File: src/rtl/rv_ctrl_pkg.sv
// Shared encodings for the multicycle RV32 control FSM: states, opcodes,
// ALU operations, immediate/write-back selects and the control bundle.
package rv_ctrl_pkg;

    localparam logic [2:0] ST_FETCH  = 3'd0;
    localparam logic [2:0] ST_DECODE = 3'd1;
    localparam logic [2:0] ST_EXEC   = 3'd2;
    localparam logic [2:0] ST_MEM    = 3'd3;
    localparam logic [2:0] ST_WB     = 3'd4;
    localparam logic [2:0] ST_FAULT  = 3'd5;

    localparam logic [6:0] OP_R      = 7'b0110011;
    localparam logic [6:0] OP_I      = 7'b0010011;
    localparam logic [6:0] OP_LOAD   = 7'b0000011;
    localparam logic [6:0] OP_STORE  = 7'b0100011;
    localparam logic [6:0] OP_BRANCH = 7'b1100011;
    localparam logic [6:0] OP_JAL    = 7'b1101111;
    localparam logic [6:0] OP_LUI    = 7'b0110111;

    localparam logic [3:0] ALU_ADD  = 4'd0;
    localparam logic [3:0] ALU_SUB  = 4'd1;
    localparam logic [3:0] ALU_AND  = 4'd2;
    localparam logic [3:0] ALU_OR   = 4'd3;
    localparam logic [3:0] ALU_XOR  = 4'd4;
    localparam logic [3:0] ALU_SLL  = 4'd5;
    localparam logic [3:0] ALU_SRL  = 4'd6;
    localparam logic [3:0] ALU_SRA  = 4'd7;
    localparam logic [3:0] ALU_SLT  = 4'd8;
    localparam logic [3:0] ALU_SLTU = 4'd9;

    localparam logic [2:0] IMM_I = 3'd0;
    localparam logic [2:0] IMM_S = 3'd1;
    localparam logic [2:0] IMM_B = 3'd2;
    localparam logic [2:0] IMM_U = 3'd3;
    localparam logic [2:0] IMM_J = 3'd4;

    localparam logic [1:0] WB_MEM = 2'd0;
    localparam logic [1:0] WB_ALU = 2'd1;
    localparam logic [1:0] WB_PC4 = 2'd2;

    typedef struct packed {
        logic       mem_req;
        logic       mem_rw;
        logic       ir_write;
        logic       pc_write;
        logic       w_en;
        logic [2:0] imm_sel;
        logic       a_sel;
        logic       b_sel;
        logic       br_un;
        logic       pc_sel;
        logic [1:0] wb_sel;
    } ctrl_t;

    function automatic logic opcode_supported(input logic [6:0] op);
        case (op)
            OP_R, OP_I, OP_LOAD, OP_STORE, OP_BRANCH, OP_JAL, OP_LUI: return 1'b1;
            default: return 1'b0;
        endcase
    endfunction

    // funct3[0] inverts the base condition; funct3[2] picks less-than over equal.
    function automatic logic branch_taken(input logic [2:0] f3, input logic eq, input logic lt);
        case (f3)
            3'b000:         return eq;
            3'b001:         return !eq;
            3'b100, 3'b110: return lt;
            3'b101, 3'b111: return !lt;
            default:        return 1'b0;
        endcase
    endfunction

endpackage

File: src/rtl/multicycle_control_if.sv
// Fetch/data-memory handshake between the control FSM (master) and memory (slave).
// instrValid and memReady are single-cycle completions; MemReq stays high until one is seen.
interface multicycle_control_if;
    logic [31:0] instr;
    logic        instrValid;
    logic        memReady;
    logic        MemReq;
    logic        MemRW;

    modport master (input instr, input instrValid, input memReady, output MemReq, output MemRW);
    modport slave  (output instr, output instrValid, output memReady, input MemReq, input MemRW);
endinterface

File: src/rtl/multicycle_control_alu_op_decode.sv
// Combinational ALU operation decode from the latched opcode/funct3/funct7.
module alu_op_decode
    import rv_ctrl_pkg::*;
(
    input  logic [6:0] opcode,
    input  logic [2:0] funct3,
    input  logic [6:0] funct7,
    output logic [3:0] alu_op
);

    logic funct7_unused;
    assign funct7_unused = ^{funct7[6], funct7[4:0]};

    always_comb begin
        alu_op = ALU_ADD;
        if (opcode == OP_R || opcode == OP_I) begin
            case (funct3)
                3'b000:  alu_op = (opcode == OP_R && funct7[5]) ? ALU_SUB : ALU_ADD;
                3'b001:  alu_op = ALU_SLL;
                3'b010:  alu_op = ALU_SLT;
                3'b011:  alu_op = ALU_SLTU;
                3'b100:  alu_op = ALU_XOR;
                3'b101:  alu_op = funct7[5] ? ALU_SRA : ALU_SRL;
                3'b110:  alu_op = ALU_OR;
                default: alu_op = ALU_AND;
            endcase
        end
    end

endmodule

File: src/rtl/multicycle_control.sv
// Multicycle RV32 subset control unit: FETCH/DECODE/EXEC/MEM/WB with a per-request
// wait timeout and a sticky FAULT state left only through rst.
module multicycle_control
    import rv_ctrl_pkg::*;
#(
    parameter int ALUOP_W     = 4,
    parameter int MEM_TIMEOUT = 15
) (
    input  logic                   clk,
    input  logic                   rst,
    multicycle_control_if.master   bus,
    input  logic                   BrEq,
    input  logic                   BrLT,
    output logic                   IRWrite,
    output logic                   PCWrite,
    output logic                   wEn,
    output logic [ALUOP_W-1:0]     ALUOp,
    output logic [2:0]             ImmSel,
    output logic                   ASel,
    output logic                   BSel,
    output logic                   BrUn,
    output logic                   PCSel,
    output logic [1:0]             WBSel,
    output logic                   fault,
    output logic [2:0]             state
);

    localparam int CNT_W = (MEM_TIMEOUT < 1) ? 1 : $clog2(MEM_TIMEOUT + 1);

    logic [2:0]       state_q, next_state;
    logic [6:0]       opcode_q;
    logic [2:0]       funct3_q;
    logic [6:0]       funct7_q;
    logic [CNT_W-1:0] wait_cnt;
    logic             at_limit;
    logic             alu_en;
    logic [3:0]       alu_op;
    ctrl_t            c, c_out;
    logic             instr_unused;

    assign instr_unused = ^{bus.instr[24:15], bus.instr[11:7]};
    assign at_limit     = (wait_cnt == CNT_W'(MEM_TIMEOUT));

    alu_op_decode u_alu_op_decode (
        .opcode (opcode_q),
        .funct3 (funct3_q),
        .funct7 (funct7_q),
        .alu_op (alu_op)
    );

    always_comb begin
        c          = '0;
        alu_en     = 1'b0;
        next_state = state_q;
        case (state_q)
            ST_FETCH: begin
                c.mem_req = 1'b1;
                if (bus.instrValid) begin
                    c.ir_write = 1'b1;
                    next_state = ST_DECODE;
                end else if (at_limit) begin
                    next_state = ST_FAULT;
                end
            end
            ST_DECODE: begin
                // BRANCH funct3 010/011 have no defined comparison.
                if (!opcode_supported(opcode_q) ||
                    (opcode_q == OP_BRANCH && funct3_q[2:1] == 2'b01))
                    next_state = ST_FAULT;
                else
                    next_state = ST_EXEC;
            end
            ST_EXEC: begin
                alu_en = 1'b1;
                case (opcode_q)
                    OP_R: next_state = ST_WB;
                    OP_I: begin
                        c.b_sel    = 1'b1;
                        c.imm_sel  = IMM_I;
                        next_state = ST_WB;
                    end
                    OP_LUI: begin
                        // A stays on rs1 (x0 for LUI), so ADD yields the U immediate.
                        c.b_sel    = 1'b1;
                        c.imm_sel  = IMM_U;
                        next_state = ST_WB;
                    end
                    OP_LOAD: begin
                        c.b_sel    = 1'b1;
                        c.imm_sel  = IMM_I;
                        next_state = ST_MEM;
                    end
                    OP_STORE: begin
                        c.b_sel    = 1'b1;
                        c.imm_sel  = IMM_S;
                        next_state = ST_MEM;
                    end
                    OP_BRANCH: begin
                        c.a_sel    = 1'b1;
                        c.b_sel    = 1'b1;
                        c.imm_sel  = IMM_B;
                        c.br_un    = funct3_q[1];
                        c.pc_sel   = branch_taken(funct3_q, BrEq, BrLT);
                        c.pc_write = 1'b1;
                        next_state = ST_FETCH;
                    end
                    OP_JAL: begin
                        c.a_sel    = 1'b1;
                        c.b_sel    = 1'b1;
                        c.imm_sel  = IMM_J;
                        next_state = ST_WB;
                    end
                    default: next_state = ST_FAULT;
                endcase
            end
            ST_MEM: begin
                c.mem_req = 1'b1;
                c.mem_rw  = (opcode_q == OP_STORE);
                if (bus.memReady) begin
                    if (opcode_q == OP_STORE) begin
                        c.pc_write = 1'b1;
                        next_state = ST_FETCH;
                    end else begin
                        next_state = ST_WB;
                    end
                end else if (at_limit) begin
                    next_state = ST_FAULT;
                end
            end
            ST_WB: begin
                c.w_en     = 1'b1;
                c.pc_write = 1'b1;
                c.pc_sel   = (opcode_q == OP_JAL);
                if (opcode_q == OP_LOAD)     c.wb_sel = WB_MEM;
                else if (opcode_q == OP_JAL) c.wb_sel = WB_PC4;
                else                         c.wb_sel = WB_ALU;
                next_state = ST_FETCH;
            end
            ST_FAULT: next_state = ST_FAULT;
            default:  next_state = ST_FAULT;
        endcase
    end

    always_ff @(posedge clk) begin
        if (rst) begin
            state_q  <= ST_FETCH;
            wait_cnt <= '0;
            opcode_q <= '0;
            funct3_q <= '0;
            funct7_q <= '0;
        end else begin
            state_q <= next_state;
            if (next_state != state_q)
                wait_cnt <= '0;
            else if (state_q == ST_FETCH || state_q == ST_MEM)
                wait_cnt <= wait_cnt + 1'b1;
            if (state_q == ST_FETCH && bus.instrValid) begin
                opcode_q <= bus.instr[6:0];
                funct3_q <= bus.instr[14:12];
                funct7_q <= bus.instr[31:25];
            end
        end
    end

    // Every output is forced low while rst is held, so an abort never writes.
    assign c_out      = rst ? '0 : c;
    assign bus.MemReq = c_out.mem_req;
    assign bus.MemRW  = c_out.mem_rw;
    assign IRWrite    = c_out.ir_write;
    assign PCWrite    = c_out.pc_write;
    assign wEn        = c_out.w_en;
    assign ImmSel     = c_out.imm_sel;
    assign ASel       = c_out.a_sel;
    assign BSel       = c_out.b_sel;
    assign BrUn       = c_out.br_un;
    assign PCSel      = c_out.pc_sel;
    assign WBSel      = c_out.wb_sel;
    assign ALUOp      = (rst || !alu_en) ? '0 : ALUOP_W'(alu_op);
    assign fault      = !rst && (state_q == ST_FAULT);
    assign state      = rst ? ST_FETCH : state_q;

endmodule

File: src/flat_wrapper.sv
// flat-port wrapper written by rule: the top's interface ports become plain ports
module multicycle_control_flat import rv_ctrl_pkg::*;
#(
    parameter int ALUOP_W     = 4,
    parameter int MEM_TIMEOUT = 15
)
  (clk, rst, BrEq, BrLT, IRWrite, PCWrite, wEn, ALUOp, ImmSel, ASel, BSel, BrUn, PCSel, WBSel, fault, state, bus_instr, bus_instrValid, bus_memReady, bus_MemReq, bus_MemRW);
  multicycle_control_if bus_i ();
  input  logic clk;
  input  logic rst;
  input  logic BrEq;
  input  logic BrLT;
  output logic IRWrite;
  output logic PCWrite;
  output logic wEn;
  output logic [ALUOP_W-1:0] ALUOp;
  output logic [2:0] ImmSel;
  output logic ASel;
  output logic BSel;
  output logic BrUn;
  output logic PCSel;
  output logic [1:0] WBSel;
  output logic fault;
  output logic [2:0] state;
  input wire logic [$bits(bus_i.instr)-1:0] bus_instr;
  input wire logic [$bits(bus_i.instrValid)-1:0] bus_instrValid;
  input wire logic [$bits(bus_i.memReady)-1:0] bus_memReady;
  output wire logic [$bits(bus_i.MemReq)-1:0] bus_MemReq;
  output wire logic [$bits(bus_i.MemRW)-1:0] bus_MemRW;
  assign bus_i.instr = bus_instr;
  assign bus_i.instrValid = bus_instrValid;
  assign bus_i.memReady = bus_memReady;
  assign bus_MemReq = bus_i.MemReq;
  assign bus_MemRW = bus_i.MemRW;
  multicycle_control #(.ALUOP_W(ALUOP_W), .MEM_TIMEOUT(MEM_TIMEOUT)) u_core (.clk(clk), .rst(rst), .bus(bus_i), .BrEq(BrEq), .BrLT(BrLT), .IRWrite(IRWrite), .PCWrite(PCWrite), .wEn(wEn), .ALUOp(ALUOp), .ImmSel(ImmSel), .ASel(ASel), .BSel(BSel), .BrUn(BrUn), .PCSel(PCSel), .WBSel(WBSel), .fault(fault), .state(state));
endmodule
File: config.mk
export PLATFORM = sky130hd
export DESIGN_NAME = multicycle_control_flat
export DESIGN_NICKNAME = d
export VERILOG_FILES = /design/src/rtl/rv_ctrl_pkg.sv /design/src/rtl/multicycle_control_if.sv /design/src/rtl/multicycle_control_alu_op_decode.sv /design/src/rtl/multicycle_control.sv /design/src/flat_wrapper.sv
export SDC_FILE = /design/constraint.sdc
export NUM_CORES = 1
export LEC_CHECK = 0
export CORE_MARGIN = 4
export CORE_UTILIZATION = 42
export CTS_CLUSTER_DIAMETER = 40
export DETAILED_ROUTE_END_ITERATION = 8
export PLACE_DENSITY = 0.8
export RECOVER_POWER = 100
export SYNTH_ARGS = -nofsm -noshare
export SYNTH_HDL_FRONTEND = slang
export SYNTH_SLANG_ARGS = --single-unit
File: constraint.sdc
create_clock -name clk -period 2.9 [get_ports clk]
set_clock_uncertainty 0.2 [all_clocks]
set_input_delay 0.87 -clock clk [delete_from_list [all_inputs] [get_ports clk]]
set_output_delay 0.87 -clock clk [all_outputs]
set_load 0.005 [all_outputs]
== After elaboration in Yosys (flattened, before gate mapping) ==
Cells that the tools add are included.
Word-level totals
  bits in registers: 23
  input bits: 38
  output and inout bits: 22
  logic and storage cells: 88
Operators by class
  $add $sub $neg: 1
  eq/ne operators: 22
  multiplexer cells: 36
  reduce and logical (&&, ||, !) cells: 24
Operators by type and width (number)
  4-bit one-hot mux with 7 select lines: 1
  7-bit by 6-bit equality test with 1-bit output, second input constant: 3
  3-bit equality test, second input constant: 6
  3-bit two-way mux: 6
  1-bit two-way mux: 15
  3-bit one-hot mux with 5 select lines: 1
  7-bit equality test, second input constant: 2
  14-bit two-way mux: 1
  3-bit by 2-bit equality test with 1-bit output, second input constant: 4
  3-bit one-hot mux with 4 select lines: 1
  2-bit OR reduction: 6
  3-bit one-hot mux with 3 select lines: 1
  2-bit two-way mux: 4
  4-bit two-way mux: 2
  7-bit by 2-bit equality test with 1-bit output, second input constant: 1
  7-bit by 5-bit equality test with 1-bit output, second input constant: 1
  7-bit OR reduction: 1
  3-bit by 1-bit equality test with 1-bit output, second input constant: 2
  3-bit logical NOT: 2
  6-bit two-way mux: 1
  6-bit OR reduction: 1
  1-bit logical NOT: 5
  4-bit by 1-bit adder with 4-bit output, second input constant: 1
  4-bit equality test, second input constant: 1
  8 further kinds: 14

== Depth between registers and ports, before layout ==
Gate-level depths: netlist of run 1.
  word-level depth: 10
  gate-level depth with buffers: 7
  gate-level depth less buffers: 6

== Modules after synthesis ==
From an unflattened synthesis of run 1, not the netlist that was laid out.
Second synthesis, totals
  cells, all modules: 224
  area total of the unflattened synthesis: 1591.5 µm²
Modules (own cells, without submodules)
  multicycle_control: times used 1, cells an instance 211, area each 1485.2 µm², seq. area each 480.5 µm²
  alu_op_decode: times used 1, cells an instance 13, area each 106.4 µm², seq. area each 0.0 µm²

== Worst setup path before layout of run 1 ==
OpenSTA, ideal clock, no wires.
  path kind: input -> output
  start: input port rst
  end: output port IRWrite
  arrival: 1571 ps
  data required time: 1830 ps
  slack: 259 ps
  stages: 3
  buffers on the path: 2
  cells stage by stage: buf_1 -> clkbuf_1 -> nor2_1
Between the ends
  longest elaborated chain between the ends: 1
RTL lines
  start: declaration: line flat_wrapper.sv:10  | input logic rst;
  14-bit two-way mux: line multicycle_control.sv:166  | assign c_out = rst ? '0 : c;
  end: declaration: line flat_wrapper.sv:13  | output logic IRWrite;
No other way between the ends.

== Worst setup path after layout of run 1 ==
  start: register u_core.opcode_q[6]
  end: output port BSel
Between the ends
  longest elaborated chain between the ends: 5
  elaborated cells on any way between the ends: 10
  classes of those cells: eq/ne (6); mux (3); reduce/logical (1)
RTL lines
  start: declaration: line multicycle_control.sv:31  | logic [6:0] opcode_q;
  start signal: assignment: line multicycle_control.sv:158  | opcode_q <= bus.instr[6:0];
  7-bit by 5-bit equality test with 1-bit output (tied with other cells): line multicycle_control.sv:75  | case (opcode_q)
  6-bit OR reduction (no line) (*)
  1-bit two-way mux (*): line multicycle_control.sv:75
  6-bit two-way mux (*): line multicycle_control.sv:55  | case (state_q)
  14-bit two-way mux (*): line multicycle_control.sv:166
  end: declaration: line flat_wrapper.sv:19  | output logic BSel;
Every way passes the cells marked *; elsewhere a longest branch is shown, timed or not.

==> results_dict.tcl, run 1 <==
set metrics [dict create \
    relSlewSlack 0.631 \
    min_path_type "flip-flop to flip-flop" \
    place_ws_ns -0.708 \
    worst_hold_startpoint "u_core.funct7_q[5]" \
    drv_cap 0 \
    cts.hold.buffers_added 0 \
    h-tree-depth 1 \
    cp.arrival_ns 1.79 \
    crit_path_end_kind "output port" \
    antenna_left 0 \
    clk_latency_ns 0.32 \
    synth_area_um2 1370 \
    drtIter0Drc 59 \
    regToRegSetupSlack_ns 0.79 \
    hold-worst-slack_ns 0.300 \
    crit_fanout 6 \
    n_antenna_cell 0 \
    route.detailed.drc 0 \
    finalHoldViolCount 0 \
    dieWidth_um 65.0 \
    worst-r2r-cell-count 8 \
    yosysSeqAreaShare 0.264 \
    crit_required_ns 1.83 \
    grt_max_degree 20 \
    rsz0062_at_grt "yes" \
    avgSynthCellArea_um2 7.34 \
    period_share 0.986 \
    async_flop_share 0 \
    detail_route.wl_per_cell_um 14.6 \
    slew_violations 0 \
    syn_nets 225 \
    max-vdd-ir-drop_mv 0.305 \
    grt_first_pass_wirelength_um 6960 \
    floorplan.initialDensity 0.443 \
    status "finished, final reports clean" \
    port_buffers 38 \
    synth-seq-cells 18 \
    synth_top_area_share 0.264 \
    grt_pass1_vias 1538 \
    reg2reg_from "u_core.opcode_q[1]" \
    hpwl_um 3100 \
    whs_path_depth 2 \
    fin_ws_ns 0.0392 \
    power_density_nw_per_um2 280 \
    ys.flop_type "dfxtp_1" \
    setup_tns_ns 0 \
    synth_cell_types 46 \
    clock_sinks 18 \
    overflow 0 \
    synth-edff-count 0 \
    synth_top_cell_by_area "dfxtp_1" \
    start_kind "flip-flop" \
    ios 60 \
    vias 1614 \
    tightestPinTransition_ns 0.554 \
    p_leak_nw 0.929 \
    yosysMostFrequentCell "nand2_1" \
    area_growth_pct 65.9 \
    whs_endpoint "u_core.funct7_q[5]" \
    timing.rr.end "u_core.state_q[1]" \
    path_class "flip-flop to output port" \
    clockBufferDepth 2 \
    grtUsageTotal 0.207 \
    synthCells 186 \
    clockRootBuffer "clkbuf_4" \
    fin_total_pwr_mw 0.634 \
    cts_tree "yes" \
    final_area_um2 2260 \
    ys_top_cells_by_area "dfxtp_1 26%, nand2_1 8.2%, nor3_1 5.9%" \
    setup_violations 0 \
    numCtsBuffers 3 \
    core_area_um2 3080 \
    gp_congestion 0.857 \
    drive_gt1_frac 0.354 \
    post-place-cells 289 \
    row_count 20 \
    yosysWarnings 0 \
    clk_pin_slew_ns 0.12 \
    fin_cells 301 \
    die_y_um 65.0 \
    drt-vias-per-instance 5.36 \
    drt_first_pass_iters 6 \
    postPlaceCellArea_um2 2020 \
    ys_top_cells_by_count "30 x nand2_1, 18 x dfxtp_1, 16 x nor3_1" \
    postRouteWirelength_um 4390 \
    max_freq_mhz 350 \
    finalCriticalPeriod_ns 2.86 \
    final_util 0.736 \
    antenna_found_initial 0 \
    nets 298 \
    dieArea_um2 4230 \
]
==> cell usage in the layout, fill, tap and decap left out, types with 3 or more instances in the layout <==
cell	instances
a21oi_1	14
a31oi_1	4
buf_2	3
buf_4	41
buf_6	4
clkbuf_2	3
clkbuf_4	3
clkdlybuf4s15_1	3
clkdlybuf4s50_1	13
dfxtp_1	12
dfxtp_2	3
dfxtp_4	3
dlygate4sd2_1	13
inv_1	5
mux2i_1	3
nand2_1	29
nand2b_4	3
nand3b_1	4
nor2_1	9
nor2b_1	6
nor3_1	10
nor3_2	4
o21ai_0	5
o31ai_1	4
xor2_1	4
==> state kept, by name, indices dropped and copies added, names as in the netlist <==
register         flops
u_core.funct7_q      1
u_core.opcode_q      7
u_core.funct3_q      3
u_core.wait_cnt      4
u_core.state_q       3
==> cell type report <==
| cell class | instances | area [um^2] |
|---|---|---|
| repair buffers | 83 | 702 |
| multi-input cells | 148 | 1090 |
| well taps | 44 | 55.1 |
| inverters | 5 | 18.8 |
| clock buffers | 3 | 22.5 |
| flip-flops and latches | 18 | 375 |
| fillers | 236 | 813 |
==> cell families (layout without fill, tap and decap cells) <==
group                      count (synthesis)  count (layout)  share of synthesized area
buffers and inverters                     20              91                     0.0633
muxes                                      3               3                     0.0220
and+or+nand+nor                           96              96                      0.379
adders and majority gates                  1               1                    0.00916
AOI/OAI and AO/OA                         42              42                      0.224
DFF                                       18              18                      0.264
xor gates and xnor gates                   6               6                     0.0385
==> power by group <==
part / total, mW / switching (mW) / internal (mW) / leakage, nW
Sequential: 0.284 / 0.0203 / 0.264 / 0.151
Clock: 0.134 / 0.0858 / 0.0487 / 0.0138
Combinational: 0.216 / 0.105 / 0.111 / 0.764
Total: 0.634 / 0.211 / 0.424 / 0.929
==> metal layers <==
layer / up-vias / track usage / share of wire
li1: 813 / - / -
met1: 767 / 0.245 / 0.44
met2: 30 / 0.375 / 0.53
met4: 0 / 0.0777 / 0.016
met3: 4 / 0.0277 / 0.023
met5: - / 0 / 0
==> worst max-delay path, cell delays in order, from the launching register on <==
cell           delay [ns]
dfxtp_2              0.39
or3b_4               0.40
a31oi_2              0.13
mux2i_1              0.09
nor3_1               0.20
dlygate4sd2_1        0.26
==> what timing repair did <==
item	in CTS	in global routing
setup buffers	7	4
pin swaps	10	19
setup endpoints to repair	22	15
resized for setup	53	39
==> worst max-delay path by stage <==
| stage | startpoint | slack [ns] | to |
|---|---|---|---|
| after floorplan | rst | 0.26 | IRWrite |
| after global placement | rst | -0.70 | PCWrite |
| after detailed placement | rst | -0.71 | PCWrite |
| after CTS | u_core.opcode_q[0] | -0.10 | ALUOp[0] |
| after global routing | u_core.opcode_q[4] | -0.05 | BSel |
| final | u_core.opcode_q[6] | 0.04 | BSel |
No activity file was read; power rests on OpenSTA's default activity.
==> inputs of run 2 (changes only) <==
CORE_UTILIZATION = 45   (was 42)
MAX_ROUTING_LAYER = met4   (was not set)
PLACE_DENSITY = 0.85   (was 0.8)
clock period = 3.4 ns   (was 2.9 ns; I/O delays follow)
==> run 2 against run 1 <==
Compared with the run above:
- sequential power down 13%
- register-to-register slack better by 0.48 ns
- largest cell class unchanged
- wire length down 8.9%
- final area down 15%
- clock power about the same
- power down 18%
- first-iteration DRC count up 36%
- global-route usage up 0.37 points
==> results_dict.tcl, run 2 (synthesis gave the netlist of run 1 again) <==
set metrics [dict create \
    drv_cap 0 \
    clk_pin_slew_ns 0.11 \
    power_density_nw_per_um2 271 \
    min_path_type "flip-flop to flip-flop" \
    h-tree-depth 1 \
    clock_sinks 18 \
    ios 60 \
    cp.depth 5 \
    die_y_um 63.1 \
    max-vdd-ir-drop_mv 0.228 \
    nets 276 \
    grt_max_degree 20 \
    dieWidth_um 63.1 \
    gp_congestion 0.866 \
    drt_first_pass_iters 4 \
    slowest_stage "clkdlybuf4s50_1" \
    clk_latency_ns 0.30 \
    grt_first_pass_wirelength_um 6730 \
    slew_violations 0 \
    largest_register_ffs 7 \
    p_sw_frac 0.308 \
    top_regs "u_core.opcode_q: 7 flops, u_core.wait_cnt: 4 flops" \
    port_buffers 38 \
    finalCriticalPeriod_ns 3.36 \
    pwr-share-comb 0.268 \
    dieArea_um2 3980 \
    tightestPinTransition_ns 0.555 \
    crit_chain "buf_2 -> nand2b_4 -> buf_4 -> a21oi_1 -> clkdlybuf4s50_1" \
    antenna_found_initial 0 \
    hpwl_um 2900 \
    drive_gt1_frac 0.182 \
    largest_register "u_core.opcode_q" \
    vias 1496 \
    fin_total_pwr_mw 0.521 \
    crit_fanout 6 \
    detail_route.wl_per_cell_um 15.0 \
    fin_ws_ns 0.0385 \
    final_common_cell "nand2_1" \
    antenna_left 0 \
    p_int_mw 0.361 \
    floorplan.initialDensity 0.483 \
    worst_path_dominant_cell_family "buffers and inverters" \
    clockBufferDepth 2 \
    grt_pass1_vias 1425 \
    hold-worst-slack_ns 0.257 \
    max_freq_mhz 297 \
    numCtsBuffers 3 \
    postPlaceCellArea_um2 1870 \
    setup_tns_ns 0 \
    cts.hold.buffers_added 0 \
    final_util 0.681 \
    n_antenna_cell 0 \
    post-place-cells 260 \
    pwr-share-clk 0.261 \
    p_leak_nw 0.743 \
    max_stage_delay_ns 0.52 \
    place_ws_ns -0.535 \
    crit_required_ns 2.18 \
    final_area_um2 1930 \
    status "finished, final reports clean" \
    cp_num_buf_inv 3 \
    whs_path_depth 2 \
    switchingPower_mw 0.160 \
    relSlewSlack 0.630 \
    overflow 0 \
    finalHoldViolCount 0 \
    grtUsageTotal 0.211 \
    core_area_um2 2830 \
    start_kind "input port" \
    cts_tree "yes" \
    period_share 0.989 \
    row_count 19 \
    drt-vias-per-instance 5.60 \
    fin_cells 267 \
    nFillCells 263 \
    path_class "input port to output port" \
    clockRootBuffer "clkbuf_4" \
    seqPwrFrac 0.471 \
    route.detailed.drc 0 \
    drtIter0Drc 80 \
    area_growth_pct 41.1 \
    postRouteWirelength_um 4000 \
    setup_violations 0 \
    crit_path_end_kind "output port" \
    worst-r2r-cell-count 5 \
    final_cell_mix "30 x nand2_1, 22 x buf_4, 21 x clkdlybuf4s50_1, 15 x dfxtp_1" \
    cp.arrival_ns 2.14 \
]
## run 2: worst min-delay path, cell delays in order, from the launching register on
cell and delay (ns):
dfxtp_1 0.32, nand2_1 0.05, a21oi_1 0.05
## run 2: repair_timing
item	in CTS	in global routing
endpoints found under the setup margin	22	9
pin swaps	4	5
gates resized for setup	26	8
buffers inserted	0	4
## run 2: layout make-up
cell class	count	area, um^2	share of cell area
flip-flops and latches	18	364	0.189
repair buffers	61	524	0.272
inverters	5	18.8	0.00975
clock buffers	4	36.3	0.0188
well taps	31	38.8	0.0201
multi-input cells	148	943	0.490
## run 2: routing by layer
layer	global-route usage	share of wire	wire length, um	up-vias
met4	0.0441	0.0047	19	0
met5	-	0	0	-
met2	0.365	0.52	2060	41
li1	-	-	-	763
met1	0.256	0.44	1770	690
met3	0.0355	0.036	146	2
## run 2: path summary, 6_finish.rpt
check / end / slack, ns / from
worst max-delay path: ASel / 0.04 / rst
worst min-delay path: u_core.funct7_q[5] / 0.26 / u_core.funct7_q[5]
worst max register to register: u_core.state_q[1] / 1.27 / u_core.opcode_q[6]
worst min register to register: u_core.funct7_q[5] / 0.26 / u_core.funct7_q[5]
## run 2: power groups by stage
stage | clock [mW] | sequential [mW] | combinational (mW)
CTS | 0.139 | 0.244 | 0.141
global placement | 0 | 0.248 | 0.136
detailed placement | 0 | 0.248 | 0.140
finish | 0.136 | 0.246 | 0.140
floorplan | 0 | 0.239 | 0.0899
global route | 0.144 | 0.248 | 0.155
==> inputs of run 3 (changes only) <==
HOLD_SLACK_MARGIN = 0.03   (was not set)
==> results of run 3 <==
The final DEF is identical to that of run 2; final timing and power are the same.
